[config.mk]
export PLATFORM = sky130hd
export DESIGN_NAME = check_for_zood_flat
export DESIGN_NICKNAME = d
export VERILOG_FILES = /design/src/rtl/check_for_zood_pkg.sv /design/src/rtl/check_for_zood_if.sv /design/src/rtl/check_for_zood_slot_compare.sv /design/src/rtl/check_for_zood.sv /design/src/flat_wrapper.sv
export SDC_FILE = /design/constraint.sdc
export NUM_CORES = 1
export LEC_CHECK = 0
export CELL_PAD_IN_SITES_DETAIL_PLACEMENT = 0
export CELL_PAD_IN_SITES_GLOBAL_PLACEMENT = 2
export CORE_AREA = 2 2 39 41
export DETAILED_ROUTE_END_ITERATION = 12
export DIE_AREA = 0 0 41 43
export DONT_BUFFER_PORTS = 1
export PLACE_DENSITY = 0.67
export SKIP_CTS_REPAIR_TIMING = 1
export SYNTH_ARGS = -nofsm -noshare
export SYNTH_HDL_FRONTEND = slang
export SYNTH_HIERARCHICAL = 1
export SYNTH_SLANG_ARGS = --single-unit
[constraint.sdc]
create_clock -name clock -period 2.4 [get_ports clock]
set_clock_uncertainty 0.15 [all_clocks]
set_input_delay 0.48 -clock clock [delete_from_list [all_inputs] [get_ports clock]]
set_output_delay 0.48 -clock clock [all_outputs]
set_load 0.005 [all_outputs]
[src/rtl/check_for_zood_pkg.sv]
// Shared game definitions: shape code width, slot count, pattern width.
// Combinational helpers only, no state.
// Used by the comparator and the pattern loader.
package check_for_zood_pkg;

  localparam int SHAPE_W   = 3;
  localparam int NUM_SLOTS = 4;
  localparam int PATTERN_W = SHAPE_W * NUM_SLOTS;

  typedef logic [SHAPE_W-1:0] shape_t;

  // Slot i occupies bits [3i+2:3i]; slot 0 is the least significant.
  function automatic shape_t get_slot(input logic [PATTERN_W-1:0] pattern, input int idx);
    return pattern[idx*SHAPE_W +: SHAPE_W];
  endfunction

endpackage

[src/rtl/check_for_zood_if.sv]
// Bundle between the game controller and the comparator.
// Carries pattern, guess, evaluate strobe and the held match mask.
// No flow control: a new check is accepted every cycle.
interface check_for_zood_if;
  import check_for_zood_pkg::*;

  logic [PATTERN_W-1:0] masterPattern;
  logic [PATTERN_W-1:0] guess;
  logic                 check;
  logic [NUM_SLOTS-1:0] Zood;

  modport master (
    output masterPattern,
    output guess,
    output check,
    input  Zood
  );

  modport slave (
    input  masterPattern,
    input  guess,
    input  check,
    output Zood
  );

endinterface

[src/rtl/check_for_zood_slot_compare.sv]
// Exact equality of one guess shape against one master shape.
// Purely combinational, zero latency.
// No backpressure.
module check_for_zood_slot_compare
  import check_for_zood_pkg::*;
(
  input  shape_t guess_shape,
  input  shape_t master_shape,
  output logic   match
);

  // Literal compare: code 000 is an ordinary shape, not a wildcard.
  always_comb begin
    match = (guess_shape == master_shape);
  end

endmodule

[src/rtl/check_for_zood.sv]
// Registered per-slot match mask of guess versus master pattern.
// Latency 1 cycle from a qualifying check edge to Zood.
// No backpressure; Zood holds until the next check or reset.
module check_for_zood
  import check_for_zood_pkg::*;
(
  input  logic             clock,
  input  logic             reset,
  check_for_zood_if.slave  bus
);

  logic [NUM_SLOTS-1:0] match_vec;

  // One comparator per slot; a shape in the wrong slot never earns credit.
  for (genvar i = 0; i < NUM_SLOTS; i++) begin : g_slot
    check_for_zood_slot_compare u_slot_compare (
      .guess_shape  (get_slot(bus.guess, i)),
      .master_shape (get_slot(bus.masterPattern, i)),
      .match        (match_vec[i])
    );
  end

  // Reset wins over check; otherwise capture on check and hold between checks.
  always_ff @(posedge clock) begin
    if (reset) begin
      bus.Zood <= '0;
    end else if (bus.check) begin
      bus.Zood <= match_vec;
    end
  end

endmodule

[src/flat_wrapper.sv]
// flat-port wrapper written by rule: the top's interface ports become plain ports
module check_for_zood_flat import check_for_zood_pkg::*;
  (clock, reset, bus_masterPattern, bus_guess, bus_check, bus_Zood);
  check_for_zood_if bus_i ();
  input  logic clock;
  input  logic reset;
  input wire logic [$bits(bus_i.masterPattern)-1:0] bus_masterPattern;
  input wire logic [$bits(bus_i.guess)-1:0] bus_guess;
  input wire logic [$bits(bus_i.check)-1:0] bus_check;
  output wire logic [$bits(bus_i.Zood)-1:0] bus_Zood;
  assign bus_i.masterPattern = bus_masterPattern;
  assign bus_i.guess = bus_guess;
  assign bus_i.check = bus_check;
  assign bus_Zood = bus_i.Zood;
  check_for_zood u_core (.clock(clock), .reset(reset), .bus(bus_i));
endmodule
==> metrics.csv, run 1 <==
metric;value;unit
Final min period;1.21;ns
Async S/R FF share, synth;0;%
Overflow after GRT;0;
CP Depth;0;
Die Y;43;um
Regs by FF count;u_core/bus.Zood (4);
worst-skew pair later-pin latency;0.23;ns
largest net degree at the start of global routing;5;
P_leak;0.135;nW
Critical Path Source;u_core/bus.Zood[1]$_SDFFE_PP0P_;
syn avg cell area;9.84;um2
core area;0.00138;mm2
fin nets;60;
CP Max Fanout;2;
vias in the first global route;194;
CP arrival;0.58;ns
Fin. Hold Viols;0;
hold_ws;0.161;ns
H-tree depth;1;
syn_nets;56;
Netlist cell types;6;
WL per Instance;11.5;um
I/O Pins;31;
share of the synthesized area in the top cell type;36.8;%
Reg2Reg Depth;2;
Post-synth EDFFs;0;
R2R Path End;u_core/bus.Zood[3]$_SDFFE_PP0P_;
DIE WIDTH;41;um
mapped cell area;285;um2
vias per inst;4.38;
dpl cells;44;
post-synthesis cell count;29;
kind of critical path;register to output port;
Placer Congestion;0.599;
top-count cell post-synth;xor2_1;
Synthesis Warnings;6;
Pre-antenna DRT Iters;2;
global-route wire length before repair;710;um
Placed Area;300;um2
GRT Total Usage;6.33;%
Reg2Reg Setup Slack;1.63;ns
Die ar.;0.00176;mm2
Hold Startpoint;reset;
fin area;323;um2
worst rel slew slack;90.4;%
Largest Register;u_core/bus.Zood;
worst endpoint required time;1.77;ns
CP endpoint kind;output port;
status;finished, final reports clean;
CTS tree;done;
P&R area growth vs syn;13.2;%
Final Slew Violations;0;
Cell Pwr Density;564;mW/mm2
CTS buffer count;3;
Filler cells;159;
crit share post-route;50.5;%
FMAX;825;MHz
share of layout cells above drive strength 1;22.6;%
#FFs+latches synth;4;
Sink Count;4;
ANT cells;0;
number of routed nets with antenna violations;0;
register area share after synthesis;28.1;%
Final setup violation count;0;
initial antenna violation count;0;
hold crit path type;primary input to register;
initial core utilization;20.6;%
DP Wirelength;463;um
VDD IR max;174;uV
detailed-route via count;206;
Clock transition at path regs;0.04;ns
Bufs on Longest Clock Path;2;
Root Driver;clkbuf_4;
fin cells;47;
I/O Buffers;0;
Detailed Route Iter0 Violations;1;
final setup TNS;0;ns
Post-Place Worst Slack;1.21;ns
worst flop-to-flop path startpoint;u_core/bus.Zood[3]$_SDFFE_PP0P_;
Synth area leader;xor2_1;
most frequent cells after synthesis;12 x xor2_1, 4 x dfxtp_1, 4 x mux2i_1, 4 x nor2_1, 4 x nor3_2;
CP Capture Point;bus_Zood[1];
Worst Slack Setup Final;1.19;ns
top cells by area, synth;xor2_1 37%, dfxtp_1 28%, mux2i_1 14%;
Worst-Margin Slew;0.140;ns
CP Launch Type;register;
WL final;541;um
row cnt;14;
unrepaired setup endpoints after global routing;false;
ys flop type;dfxtp_1;
DRC;0;
Max-Cap Viols;0;
max FFs per register;4;
## worst min path at each step
stage,slack [ns],to,depth (start not counted)
after global placement,0.36,u_core/bus.Zood[1]$_SDFFE_PP0P_,2
after floorplan,0.33,u_core/bus.Zood[0]$_SDFFE_PP0P_,2
after global routing,0.16,u_core/bus.Zood[3]$_SDFFE_PP0P_,1
after CTS,0.16,u_core/bus.Zood[1]$_SDFFE_PP0P_,1
final,0.16,u_core/bus.Zood[2]$_SDFFE_PP0P_,1
after detailed placement,0.37,u_core/bus.Zood[1]$_SDFFE_PP0P_,2
## placed cells by master, fill, tap and decap left out
cell / count
xor2_1: 12
mux2i_1: 4
nor2_1: 4
nor3_2: 4
dfxtp_1: 4
clkbuf_4: 3
## layer usage
layer | vias up | part of all wire [%] | GRT usage [%]
met5 | - | 0 | 0
met3 | 0 | 19 | 6.28
met1 | 87 | 30 | 5.79
met4 | 0 | 0 | 2.00
li1 | 99 | - | -
met2 | 20 | 51 | 9.38
## area by class of cell
type	count	area (um2)	share of cell area, %
Multi-Input combinational cell	24	200	62.0
Sequential cell	4	80.1	24.8
Clock buffer	3	22.5	6.98
Tap cell	16	20.0	6.20
## per-stage QoR
step / util, % / power [mW]
detailed placement: 21.7 / 0.0991
global placement: 21.7 / 0.0984
CTS: 23.3 / 0.184
floorplan: - / 0.0983
finish: 23.3 / 0.182
global route: 23.3 / 0.193
## kinds of logic after synthesis
group	after synthesis	synth area share, %
multiplexers	4	14.0
buffers and inverters	1	1.75
flip-flops	4	28.1
XOR/XNOR	12	36.8
AND/OR/NAND/NOR	8	19.3
## power breakdown
| part | internal [mW] | leakage (nW) | switching, mW |
|---|---|---|---|
| sequential | 0.0694 | 0.0324 | 0.00195 |
| clock | 0.0560 | 0.0138 | 0.0285 |
| combinational | 0.0149 | 0.0885 | 0.0113 |
(Power assumes the default switching activity.)
==> run 2: changes to the inputs <==
--- a/config.mk
+++ b/config.mk
@@ -7,11 +7,11 @@
 export LEC_CHECK = 0
 export CELL_PAD_IN_SITES_DETAIL_PLACEMENT = 0
 export CELL_PAD_IN_SITES_GLOBAL_PLACEMENT = 2
-export CORE_AREA = 2 2 39 41
+export CORE_MARGIN = 1.5
+export CORE_UTILIZATION = 22
 export DETAILED_ROUTE_END_ITERATION = 12
-export DIE_AREA = 0 0 41 43
 export DONT_BUFFER_PORTS = 1
-export PLACE_DENSITY = 0.67
+export PLACE_DENSITY = 0.7
 export SKIP_CTS_REPAIR_TIMING = 1
 export SYNTH_ARGS = -nofsm -noshare
 export SYNTH_HDL_FRONTEND = slang
==> constraint.sdc (replaced) <==
create_clock -name clock -period 1 [get_ports clock]
set_clock_uncertainty 0.15 [all_clocks]
set_input_delay 0.2 -clock clock [delete_from_list [all_inputs] [get_ports clock]]
set_output_delay 0.2 -clock clock [all_outputs]
set_load 0.005 [all_outputs]
==> metrics.csv, run 2 (same netlist as run 1, synthesis figures left out) <==
metric;value;unit;change
gr busiest metal;met2;;
worst endpoint required time;0.65;ns;-1.12 ns
worst rel slew slack;89.7;%;-0.73 points
FMAX;1080;MHz;
hold_ws;-0.0238;ns;-0.185 ns
initial antenna violation count;0;;unchanged
Worst-Margin Slew;0.151;ns;+0.0106 ns
hold crit path type;primary input to register;;
CP Max Fanout;2;;unchanged
P_leak;0.139;nW;+3.1%
global-route wire length before repair;903;um;+27%
status;complete, but fails checks;;
WL per Instance;12.2;um;+5.6%
Post-Place Worst Slack;0.0801;ns;-1.13 ns
P&R area growth vs syn;15.8;%;
met3 usage;9.25;%;+3.0 points
largest net degree at the start of global routing;5;;unchanged
commonest non-fill, non-tap cell in the layout;xor2_1;;
Sink Count;4;;unchanged
ANT cells;0;;unchanged
number of routed nets with antenna violations;0;;unchanged
max FFs per register;4;;unchanged
CP endpoint kind;output port;;
Fin. Hold Viols;4;;+4
Cell Pwr Density;1330;mW/mm2;+140%
Clock transition at path regs;0.04;ns;about the same
initial core utilization;24.7;%;+4.1 points
share of layout cells above drive strength 1;21.9;%;-0.71 points
unrepaired setup endpoints after global routing;false;;
vias in the first global route;237;;+22%
detailed-route via count;215;;+4.4%
Bufs on Longest Clock Path;2;;unchanged
GRT met2 Usage;12.1;%;+2.7 points
CTS buffer count;3;;unchanged
Pre-antenna DRT Iters;4;;+2
I/O Pins;31;;unchanged
DIE WIDTH;39.0;um;-4.9%
Placer Congestion;0.589;;-1.8%
Worst Slack Setup Final;0.0700;ns;-1.12 ns
Final Slew Violations;0;;unchanged
Regs by FF count;u_core/bus.Zood (4);;
H-tree depth;1;;unchanged
final setup TNS;0;ns;unchanged
fin area;330;um2;+2.3%
fin nets;61;;+1.7%
CP Launch Type;register;;
Placed Area;298;um2;-0.83%
worst-skew pair later-pin latency;0.23;ns;about the same
failing checks;negative hold slack;;
I/O Buffers;0;;unchanged
Final setup violation count;0;;unchanged
Die Y;39.0;um;-9.3%
Max-Cap Viols;0;;unchanged
CTS tree;done;;
CP arrival;0.58;ns;about the same
most frequent cells in the layout;12 x xor2_1, 4 x mux2i_1, 4 x nor2_1, 4 x dfxtp_1, 4 x nor3_2;;
grt met1 use;9.34;%;+3.6 points
Overflow after GRT;0;;unchanged
DP Wirelength;454;um;-2.0%
Largest Register;u_core/bus.Zood;;
GRT Total Usage;9.67;%;+3.3 points
core area;0.00116;mm2;-16%
VDD IR max;583;uV;+240%
WL final;559;um;+3.3%
Final min period;0.930;ns;
crit share post-route;93.0;%;
DRC;0;;unchanged
kind of critical path;register to output port;;
row cnt;12;;-2
Die ar.;0.00152;mm2;-14%
post-layout util;28.6;%;+5.2 points
Root Driver;clkbuf_4;;
Detailed Route Iter0 Violations;5;;+4
vias per inst;4.67;;+6.6%
run 2: cell types whose count changed in the layout (fill, tap and decap cells not counted):
cell	delta
dlygate4sd3_1	+1
run 2: cell type report:
type,count,area [um2]
Fill cell,135,826
Multi-Input combinational cell,24,200
Sequential cell,4,80.1
Clock buffer,3,22.5
Tap cell,14,17.5
Timing Repair Buffer,1,10.0
run 2: power breakdown:
group	leakage, nW	internal [mW]	total, mW	switching (mW)
sequential	0.0324	0.167	0.171	0.00458
combinational	0.0927	0.0385	0.0693	0.0308
clock	0.0138	0.134	0.199	0.0652
run 2: final timing paths:
path | from | end | slack (ns) | cells after the start
min reg2reg | u_core/bus.Zood[3]$_SDFFE_PP0P_ | u_core/bus.Zood[3]$_SDFFE_PP0P_ | 0.37 | 2
max | u_core/bus.Zood[1]$_SDFFE_PP0P_ | bus_Zood[1] | 0.07 | 0
min | bus_check | u_core/bus.Zood[3]$_SDFFE_PP0P_ | -0.02 | 2
max reg2reg | u_core/bus.Zood[2]$_SDFFE_PP0P_ | u_core/bus.Zood[2]$_SDFFE_PP0P_ | 0.22 | 2
run 2: stage by stage:
stage	instances	hold slack, ns	total power, mW
after floorplan	29	0.122	0.236
after global placement	42	0.123	0.236
after detailed placement	42	0.125	0.238
after CTS	45	-0.123	0.446
after global routing	46	-0.0215	0.473
final	46	-0.0238	0.440
run 2: metal layers:
layer / part of all wire (%) / wire, um / vias to the layer above
li1: - / - / 102
met1: 36 / 199 / 94
met2: 49 / 276 / 19
met3: 15 / 83 / 0
met4: 0 / 0 / 0
met5: 0 / 0 / -
